[config.mk]
export PLATFORM = sky130hd
export DESIGN_NAME = display_scheduler
export DESIGN_NICKNAME = d
export VERILOG_FILES = /design/src/rtl/display_scheduler_pkg.sv /design/src/rtl/display_scheduler_tick_prescaler.sv /design/src/rtl/display_scheduler.sv
export SDC_FILE = /design/constraint.sdc
export NUM_CORES = 1
export LEC_CHECK = 0
export BUFFER_PORTS_ARGS = -buffer_cell sky130_fd_sc_hd__buf_4
export CAP_MARGIN = 20
export CELL_PAD_IN_SITES_DETAIL_PLACEMENT = 1
export CELL_PAD_IN_SITES_GLOBAL_PLACEMENT = 1
export CORE_AREA = 5 5 113 115
export DETAILED_ROUTE_END_ITERATION = 6
export DIE_AREA = 0 0 118 120
export GPL_ROUTABILITY_DRIVEN = 0
export HOLD_SLACK_MARGIN = 0.05
export PLACE_DENSITY_LB_ADDON = 0.1
export SLEW_MARGIN = 0
export SYNTH_ARGS = -nofsm -noshare
export SYNTH_HDL_FRONTEND = slang
export SYNTH_SLANG_ARGS = --single-unit
[constraint.sdc]
create_clock -name clk -period 2.8 [get_ports clk]
set_clock_uncertainty 0.15 [all_clocks]
set_input_delay 0.7 -clock clk [delete_from_list [all_inputs] [get_ports clk]]
set_output_delay 0.7 -clock clk [all_outputs]
set_load 0.1 [all_outputs]
[src/rtl/display_scheduler_pkg.sv]
// Shared types and constants for the seven-segment display scheduler.
package display_scheduler_pkg;

   // Display owner states; ST_IDLE shows a blank display.
   typedef enum logic [1:0] {
      ST_IDLE   = 2'd0,
      ST_SHOW_S = 2'd1,
      ST_SHOW_T = 2'd2,
      ST_ALERT  = 2'd3
   } state_e;

   localparam logic [3:0]  BLANK_CODE = 4'hF;
   localparam logic [31:0] BLANK_WORD = {8{BLANK_CODE}};

   // One-hot grant codes: [2]=alert, [1]=time, [0]=score.
   localparam logic [2:0] GNT_NONE  = 3'b000;
   localparam logic [2:0] GNT_SCORE = 3'b001;
   localparam logic [2:0] GNT_TIME  = 3'b010;
   localparam logic [2:0] GNT_ALERT = 3'b100;

   // Source selection from blank: score has priority over time.
   function automatic state_e idle_pick(input logic score_vld, input logic time_vld);
      state_e pick;
      if (score_vld) begin
         pick = ST_SHOW_S;
      end else if (time_vld) begin
         pick = ST_SHOW_T;
      end else begin
         pick = ST_IDLE;
      end
      return pick;
   endfunction

endpackage

[src/rtl/display_scheduler_tick_prescaler.sv]
// Free-running prescaler: one-cycle tick every TICK_DIV clocks.
module display_scheduler_tick_prescaler #(
   parameter int TICK_DIV = 100_000
) (
   input  logic clk,
   input  logic rst,
   output logic tick
);

   localparam int            CW   = $clog2(TICK_DIV);
   localparam logic [CW-1:0] LAST = CW'(TICK_DIV - 1);

   logic [CW-1:0] cnt_r;

   // Count 0..TICK_DIV-1 and wrap explicitly; never restarted by the scheduler.
   always_ff @(posedge clk or negedge rst) begin
      if (!rst) begin
         cnt_r <= '0;
      end else if (cnt_r == LAST) begin
         cnt_r <= '0;
      end else begin
         cnt_r <= cnt_r + CW'(1'b1);
      end
   end

   assign tick = (cnt_r == LAST);

endmodule

[src/rtl/display_scheduler.sv]
// Time-shares the 8-digit display between alert, score and time sources.
module display_scheduler
   import display_scheduler_pkg::*;
#(
   parameter int TICK_DIV    = 100_000,
   parameter int ROT_TICKS   = 3000,
   parameter int ALERT_TICKS = 2000
) (
   input  logic        clk,
   input  logic        rst,
   input  logic        alert_req,
   input  logic [31:0] alert_data,
   input  logic        score_vld,
   input  logic [31:0] score_data,
   input  logic        time_vld,
   input  logic [31:0] time_data,
   output logic [3:0]  dig7,
   output logic [3:0]  dig6,
   output logic [3:0]  dig5,
   output logic [3:0]  dig4,
   output logic [3:0]  dig3,
   output logic [3:0]  dig2,
   output logic [3:0]  dig1,
   output logic [3:0]  dig0,
   output logic [2:0]  gnt,
   output logic        alert_busy
);

   localparam int            HOLD_MAX   = (ROT_TICKS > ALERT_TICKS) ? ROT_TICKS : ALERT_TICKS;
   localparam int            HW         = $clog2(HOLD_MAX + 1);
   localparam logic [HW-1:0] ROT_LAST   = HW'(ROT_TICKS - 1);
   localparam logic [HW-1:0] ALERT_LAST = HW'(ALERT_TICKS - 1);

   logic          tick_s;
   state_e        state_r,  state_s;
   state_e        resume_r, resume_s;
   logic [HW-1:0] hold_r,   hold_s;
   logic [31:0]   alert_r,  alert_s;
   logic [31:0]   disp_r,   disp_s;
   logic [2:0]    gnt_r,    gnt_s;
   logic          busy_r,   busy_s;

   display_scheduler_tick_prescaler #(
      .TICK_DIV (TICK_DIV)
   ) u_tick_prescaler (
      .clk  (clk),
      .rst  (rst),
      .tick (tick_s)
   );

   // State, resume target, hold counter and alert latch registers.
   always_ff @(posedge clk or negedge rst) begin
      if (!rst) begin
         state_r  <= ST_IDLE;
         resume_r <= ST_IDLE;
         hold_r   <= '0;
         alert_r  <= 32'h0000_0000;
      end else begin
         state_r  <= state_s;
         resume_r <= resume_s;
         hold_r   <= hold_s;
         alert_r  <= alert_s;
      end
   end

   // Next-state logic: alert pre-empts everything, then vld loss, then rotation expiry.
   always_comb begin
      state_s  = state_r;
      resume_s = resume_r;
      hold_s   = hold_r;
      alert_s  = alert_r;
      if (alert_req) begin
         // A re-trigger keeps the resume target of the original interruption.
         state_s = ST_ALERT;
         hold_s  = '0;
         alert_s = alert_data;
         if (state_r != ST_ALERT) begin
            resume_s = state_r;
         end else begin
            resume_s = resume_r;
         end
      end else begin
         case (state_r)
            ST_IDLE: begin
               hold_s  = '0;
               state_s = idle_pick(score_vld, time_vld);
            end
            ST_SHOW_S: begin
               if (!score_vld) begin
                  hold_s  = '0;
                  state_s = time_vld ? ST_SHOW_T : ST_IDLE;
               end else if (tick_s) begin
                  if (hold_r == ROT_LAST) begin
                     hold_s  = '0;
                     state_s = time_vld ? ST_SHOW_T : ST_SHOW_S;
                  end else begin
                     hold_s = hold_r + HW'(1'b1);
                  end
               end else begin
                  hold_s = hold_r;
               end
            end
            ST_SHOW_T: begin
               if (!time_vld) begin
                  hold_s  = '0;
                  state_s = score_vld ? ST_SHOW_S : ST_IDLE;
               end else if (tick_s) begin
                  if (hold_r == ROT_LAST) begin
                     hold_s  = '0;
                     state_s = score_vld ? ST_SHOW_S : ST_SHOW_T;
                  end else begin
                     hold_s = hold_r + HW'(1'b1);
                  end
               end else begin
                  hold_s = hold_r;
               end
            end
            ST_ALERT: begin
               if (tick_s) begin
                  if (hold_r == ALERT_LAST) begin
                     hold_s = '0;
                     case (resume_r)
                        ST_SHOW_S: state_s = score_vld ? ST_SHOW_S : idle_pick(score_vld, time_vld);
                        ST_SHOW_T: state_s = time_vld  ? ST_SHOW_T : idle_pick(score_vld, time_vld);
                        default:   state_s = ST_IDLE;
                     endcase
                  end else begin
                     hold_s = hold_r + HW'(1'b1);
                  end
               end else begin
                  hold_s = hold_r;
               end
            end
            default: begin
               hold_s  = '0;
               state_s = ST_IDLE;
            end
         endcase
      end
   end

   // Output mux: score/time pass through live while granted, alert comes from the latch.
   always_comb begin
      disp_s = BLANK_WORD;
      gnt_s  = GNT_NONE;
      busy_s = 1'b0;
      case (state_r)
         ST_SHOW_S: begin
            disp_s = score_data;
            gnt_s  = GNT_SCORE;
         end
         ST_SHOW_T: begin
            disp_s = time_data;
            gnt_s  = GNT_TIME;
         end
         ST_ALERT: begin
            disp_s = alert_r;
            gnt_s  = GNT_ALERT;
            busy_s = 1'b1;
         end
         default: begin
            disp_s = BLANK_WORD;
            gnt_s  = GNT_NONE;
            busy_s = 1'b0;
         end
      endcase
   end

   // Output registers: digits, grant and busy all change on the same edge.
   always_ff @(posedge clk or negedge rst) begin
      if (!rst) begin
         disp_r <= BLANK_WORD;
         gnt_r  <= GNT_NONE;
         busy_r <= 1'b0;
      end else begin
         disp_r <= disp_s;
         gnt_r  <= gnt_s;
         busy_r <= busy_s;
      end
   end

   assign dig7       = disp_r[31:28];
   assign dig6       = disp_r[27:24];
   assign dig5       = disp_r[23:20];
   assign dig4       = disp_r[19:16];
   assign dig3       = disp_r[15:12];
   assign dig2       = disp_r[11:8];
   assign dig1       = disp_r[7:4];
   assign dig0       = disp_r[3:0];
   assign gnt        = gnt_r;
   assign alert_busy = busy_r;

endmodule

# Word level (Yosys, flattened, before mapping)
# Cells that the tools add are included.
# word_totals
rom_bits	0
reg_bits	101
input_bits	101
ram_bits	0
mem_count	0
latchBits	0
# classes
add_sub_neg	2
n_eq_ne	15
shift	0
n_reduce_logical	3
n_mul	0
div_mod_pow	0
mux	29
bitwise_logic	0
order_cmp	0
# ops
operator	count
$pmux 32 s3	1
$mux 12	7
$pmux 12 s4	1
$mux 2	14
$add 17x1->17 const B	1
$eq 17x17->1 const B	1
$mux 17	1
$ne 4x4->1 const B	4
$add 12x1->12 const B	1
$eq 12x11->1 const B	1
$eq 12x12->1 const B	1
$pmux 3 s3	1
$pmux 2 s4	1
$eq 2x2->1 const B	3
$ne 3x3->1 const B	2
$reduce_and 6->1	1
$eq 2x1->1 const B	2
$pmux 2 s2	1
$logic_not 2->1	1
$mux 1	2
$ne 2x2->1 const B	1
$reduce_and 2->1	1

# Longest topological paths before layout
# logic_depth
depth_word	7
mapped_depth	7
mapped_depth_nobuf	7

# By module
# A second synthesis with hierarchy kept.
# hier_totals
cells_unflattened	419
area_unflattened_um2	4739.5
# by_module_without_submodules
mod	area_per_inst_um2	instances	cells_per_inst	seq_area_each_um2
display_scheduler	3946.3	1	345	2117.0
display_scheduler_tick_prescaler	793.3	1	74	425.4

# Worst setup path after synthesis
# Ideal clock, no wire load.
# synth_timing
kind	register to output
startpoint	register alert_busy (netlist name)
endpoint	output gnt[2]
t_required_ps	1950
setup_slack_ps	626
stages_incl_launch_ff	2
t_arrival_ps	1324
path_cell_list	dfrtp_1 -> buf_4
# synth_lines
element	line	text
to (decl)	display_scheduler.sv:25	output logic [2:0] gnt,

# Worst setup path in the final report
# layout_timing
startpoint	register hold_r[0]
endpoint	register hold_r[8]
# layout_via
elab_chain_cells	6
# layout_rtl
element	line	text
from (decl)	display_scheduler.sv:37	logic [HW-1:0] hold_r, hold_s;
from (signal assigned)	display_scheduler.sv:61	hold_r <= hold_s;
$add 12x1->12 or $eq 12x12->1 (tied branches)	--	
$mux 12	display_scheduler.sv:93, display_scheduler.sv:108	
$mux 12	display_scheduler.sv:92	end else if (tick_s) begin
$mux 12, on equally long branches	display_scheduler.sv:104, display_scheduler.sv:89	
$pmux 12 s4 *	display_scheduler.sv:83	case (state_r)
$mux 12 *	display_scheduler.sv:72	if (alert_req) begin
# Mark *: on every way between the ends. The rest lies on a longest branch, timed or not. The select of a mux whose other input is x is not followed.
# A chain may end at the register's enable or synchronous reset.

==> impl_metrics.ini <==
[critical_path]
r2r-end = hold_r[8]
critPathMaxFanout = 9
end_kind = register
worst_r2r_path_depth = 6
r2r_slack_ns = 0.31
cp-start-kind = register
critPathArrivalTime_ns = 2.55
critPathKind = register to register
required_ns = 2.86
timing.rr.start = hold_r[0]

[yosys]
synth_seq_cells = 100
yosysSeqAreaShare = 0.5566
synth_top_area_share = 0.3725
yosysWarningCount = 0
synth_top_flop_cell = dfrtp_1
synthArstFlopShare = 1.000
syn-num-nets = 509
synth_top_cell_by_area = dfrtp_1
ys_top_cells_by_area = dfrtp_1, dfstp_2, mux2_2
syn_area_um2 = 4568
synth_edf_count = 0
synthCells = 403
avgSynthCellArea_um2 = 11.34
ys_types = 48

[drt]
firstDrtPassIters = 4
ant_nets = 0
wl_per_cell_um = 18.36
drtIter0Drc = 78
viasPerCell = 5.197
vias = 3586
routed_wl_mm = 12.67
remaining_drc_errors = 0

[clock_tree]
htreeDepth = 3
cts_tree = done
clk_latency_ns = 0.34
path_clk_slew_ns = 0.07
clk_root_buffer_cell = clkbuf_16
post_cts_buffers = 0
cts-buffers-inserted = 9
cts_buffer_depth = 2
clock_sinks = 100

[sta]
period_share = 0.8899
setup_violations = 0
max_freq_mhz = 401.3
grt_setup_unrepaired = no
fin_crit_ns = 2.492
maxSlewViolCount = 0
tns_ns = 0
hold-worst-slack_ns = 0.3117
setup_ws_ns = 0.3082
hold_viol = 0
worst_pin_slew_ns = 0.5786
maxSlewHeadroom = 0.6143

[floorplan]
row_count = 40
boundaryPins = 137
design.die.area_um2 = 14160
die_h_um = 120
core_um2 = 11710
start_util = 0.3901
die_w_um = 118

[hold_path]
min_to = u_tick_prescaler.cnt_r[0]
hold_depth = 1
holdCritStartpoint = u_tick_prescaler.cnt_r[0]
hp-class = register to register

[cells_and_area]
area_delta_synth_final_pct = 32.87
final_area_um2 = 6070
final_nets = 644
diodes = 0
drive_gt1_frac = 0.4199
final_core_utilization = 0.5183

[outcome]
status = complete, no violations

[placement]
dp_slack_ns = 0.3091
portBuffers = 136
dp_hpwl_mm = 9.262
dpl_cell_area_um2 = 5759

[grt]
grt_pass1_wl_mm = 20.30
antenna_found_initial = 0
grt_max_degree = 67
grtUsageTotal = 0.1818
overflow = 0
first_global_vias = 3898

[power_and_ir_drop]
irDropWorstVdd_v = 0.0003840
leakage_nw = 2.942
p_per_area_nw_per_um2 = 826.3

[job]
drv_cap = 0
-- how the worst max path moves through the flow --
stage,from,endpoint,slack [ns],cells after the start
floorplan,alert_busy,gnt[2],0.63,1
global placement,hold_r[5],hold_r[8],0.41,5
detailed placement,hold_r[1],hold_r[8],0.31,6
CTS,hold_r[0],hold_r[8],0.29,6
global route,hold_r[0],hold_r[8],0.11,6
finish,hold_r[0],hold_r[8],0.31,6
-- synthesized netlist by cell type (4+ instances only) --
cell       n
o21ai_0    5
mux2i_1   32
mux2_2    32
xnor2_1    8
nor3_1     6
nor2b_1    4
nand3_1   10
clkbuf_1  15
dfstp_2   32
nand2_1   15
nor2_1    56
a21oi_1   45
and3_1     4
nand2b_1   4
a41oi_1    4
ha_1       5
xor2_1     8
dfrtp_1   68
inv_1      5
nand4_1    5
-- per-layer routing --
metal,global-route usage,up-vias,wire length (um)
met1,0.2233,1790,5346
met2,0.2878,93,6064
li1,-,1688,-
met3,0.07399,15,1039
met5,0,-,0
met4,0.06738,0,217
-- cell families after synthesis --
family / synth area share
buf+inv: 0.02164
flops: 0.5566
xor+xnor: 0.03068
compound gates: 0.09696
fa+ha+maj: 0.01369
simple gates: 0.1315
mux: 0.1490
-- worst max-delay path, cell delays in order (launching register included) --
cell       delay (ns)
dfrtp_1          0.44
ha_1             0.18
nand3_1          0.20
or4_1            0.60
o2bb2ai_1        0.23
a21oi_2          0.43
nor3_1           0.13
-- stage by stage --
step	total power, mW	std cells
2_1_floorplan	3.329	403
3_3_place_gp	3.787	673
3_5_place_dp	3.831	673
4_1_cts	5.083	690
5_1_grt	5.228	690
6_report	5.015	690
-- final cells by class --
type	count	area [um^2]
Clock buffer	14	285.3
Clock inverter	2	15.01
Fill cell	1282	5642
Inverter	5	18.77
Multi-Input combinational cell	278	1927
Sequential cell	100	2544
Tap cell	147	183.9
Timing Repair Buffer	144	1096
-- placed cells by master (no fill, tap or decap), types with 3 or more instances in the layout --
master	netlist	layout
mux2_2	32	32
inv_1	5	5
nand2b_1	4	4
nand3_1	10	10
a211oi_1	3	3
xnor2_1	8	8
and3_1	4	4
buf_4	1	142
a21o_1	3	3
dfrtp_1	68	67
a311oi_1	3	3
nor2_1	56	56
nand4_1	5	5
nor3_1	6	6
a41oi_1	4	4
dfstp_2	32	32
xor2_1	8	8
nor2b_1	4	4
nand2_1	15	15
o21ai_0	5	5
mux2i_1	32	32
ha_1	5	5
clkbuf_16	0	10
a21oi_1	45	45
-- where the power goes --
| group | internal, mW | switching [mW] |
|---|---|---|
| clock | 0.707 | 0.528 |
| combinational | 0.502 | 1.45 |
| sequential | 1.73 | 0.0951 |
| total | 2.94 | 2.08 |
-- flip-flops by register name, indices dropped and copies added, names as in the netlist --
signal / count
resume_r: 2
gnt: 2
alert_busy: 1
u_tick_prescaler.cnt_r: 17
alert_r: 32
hold_r: 12
state_r: 2
disp_r: 32
-- repair_timing --
item,CTS,global route
resized for setup,0,0
hold buffers,1,0
endpoints found under the hold margin,1,0
Power figures use the tool's default switching activity.
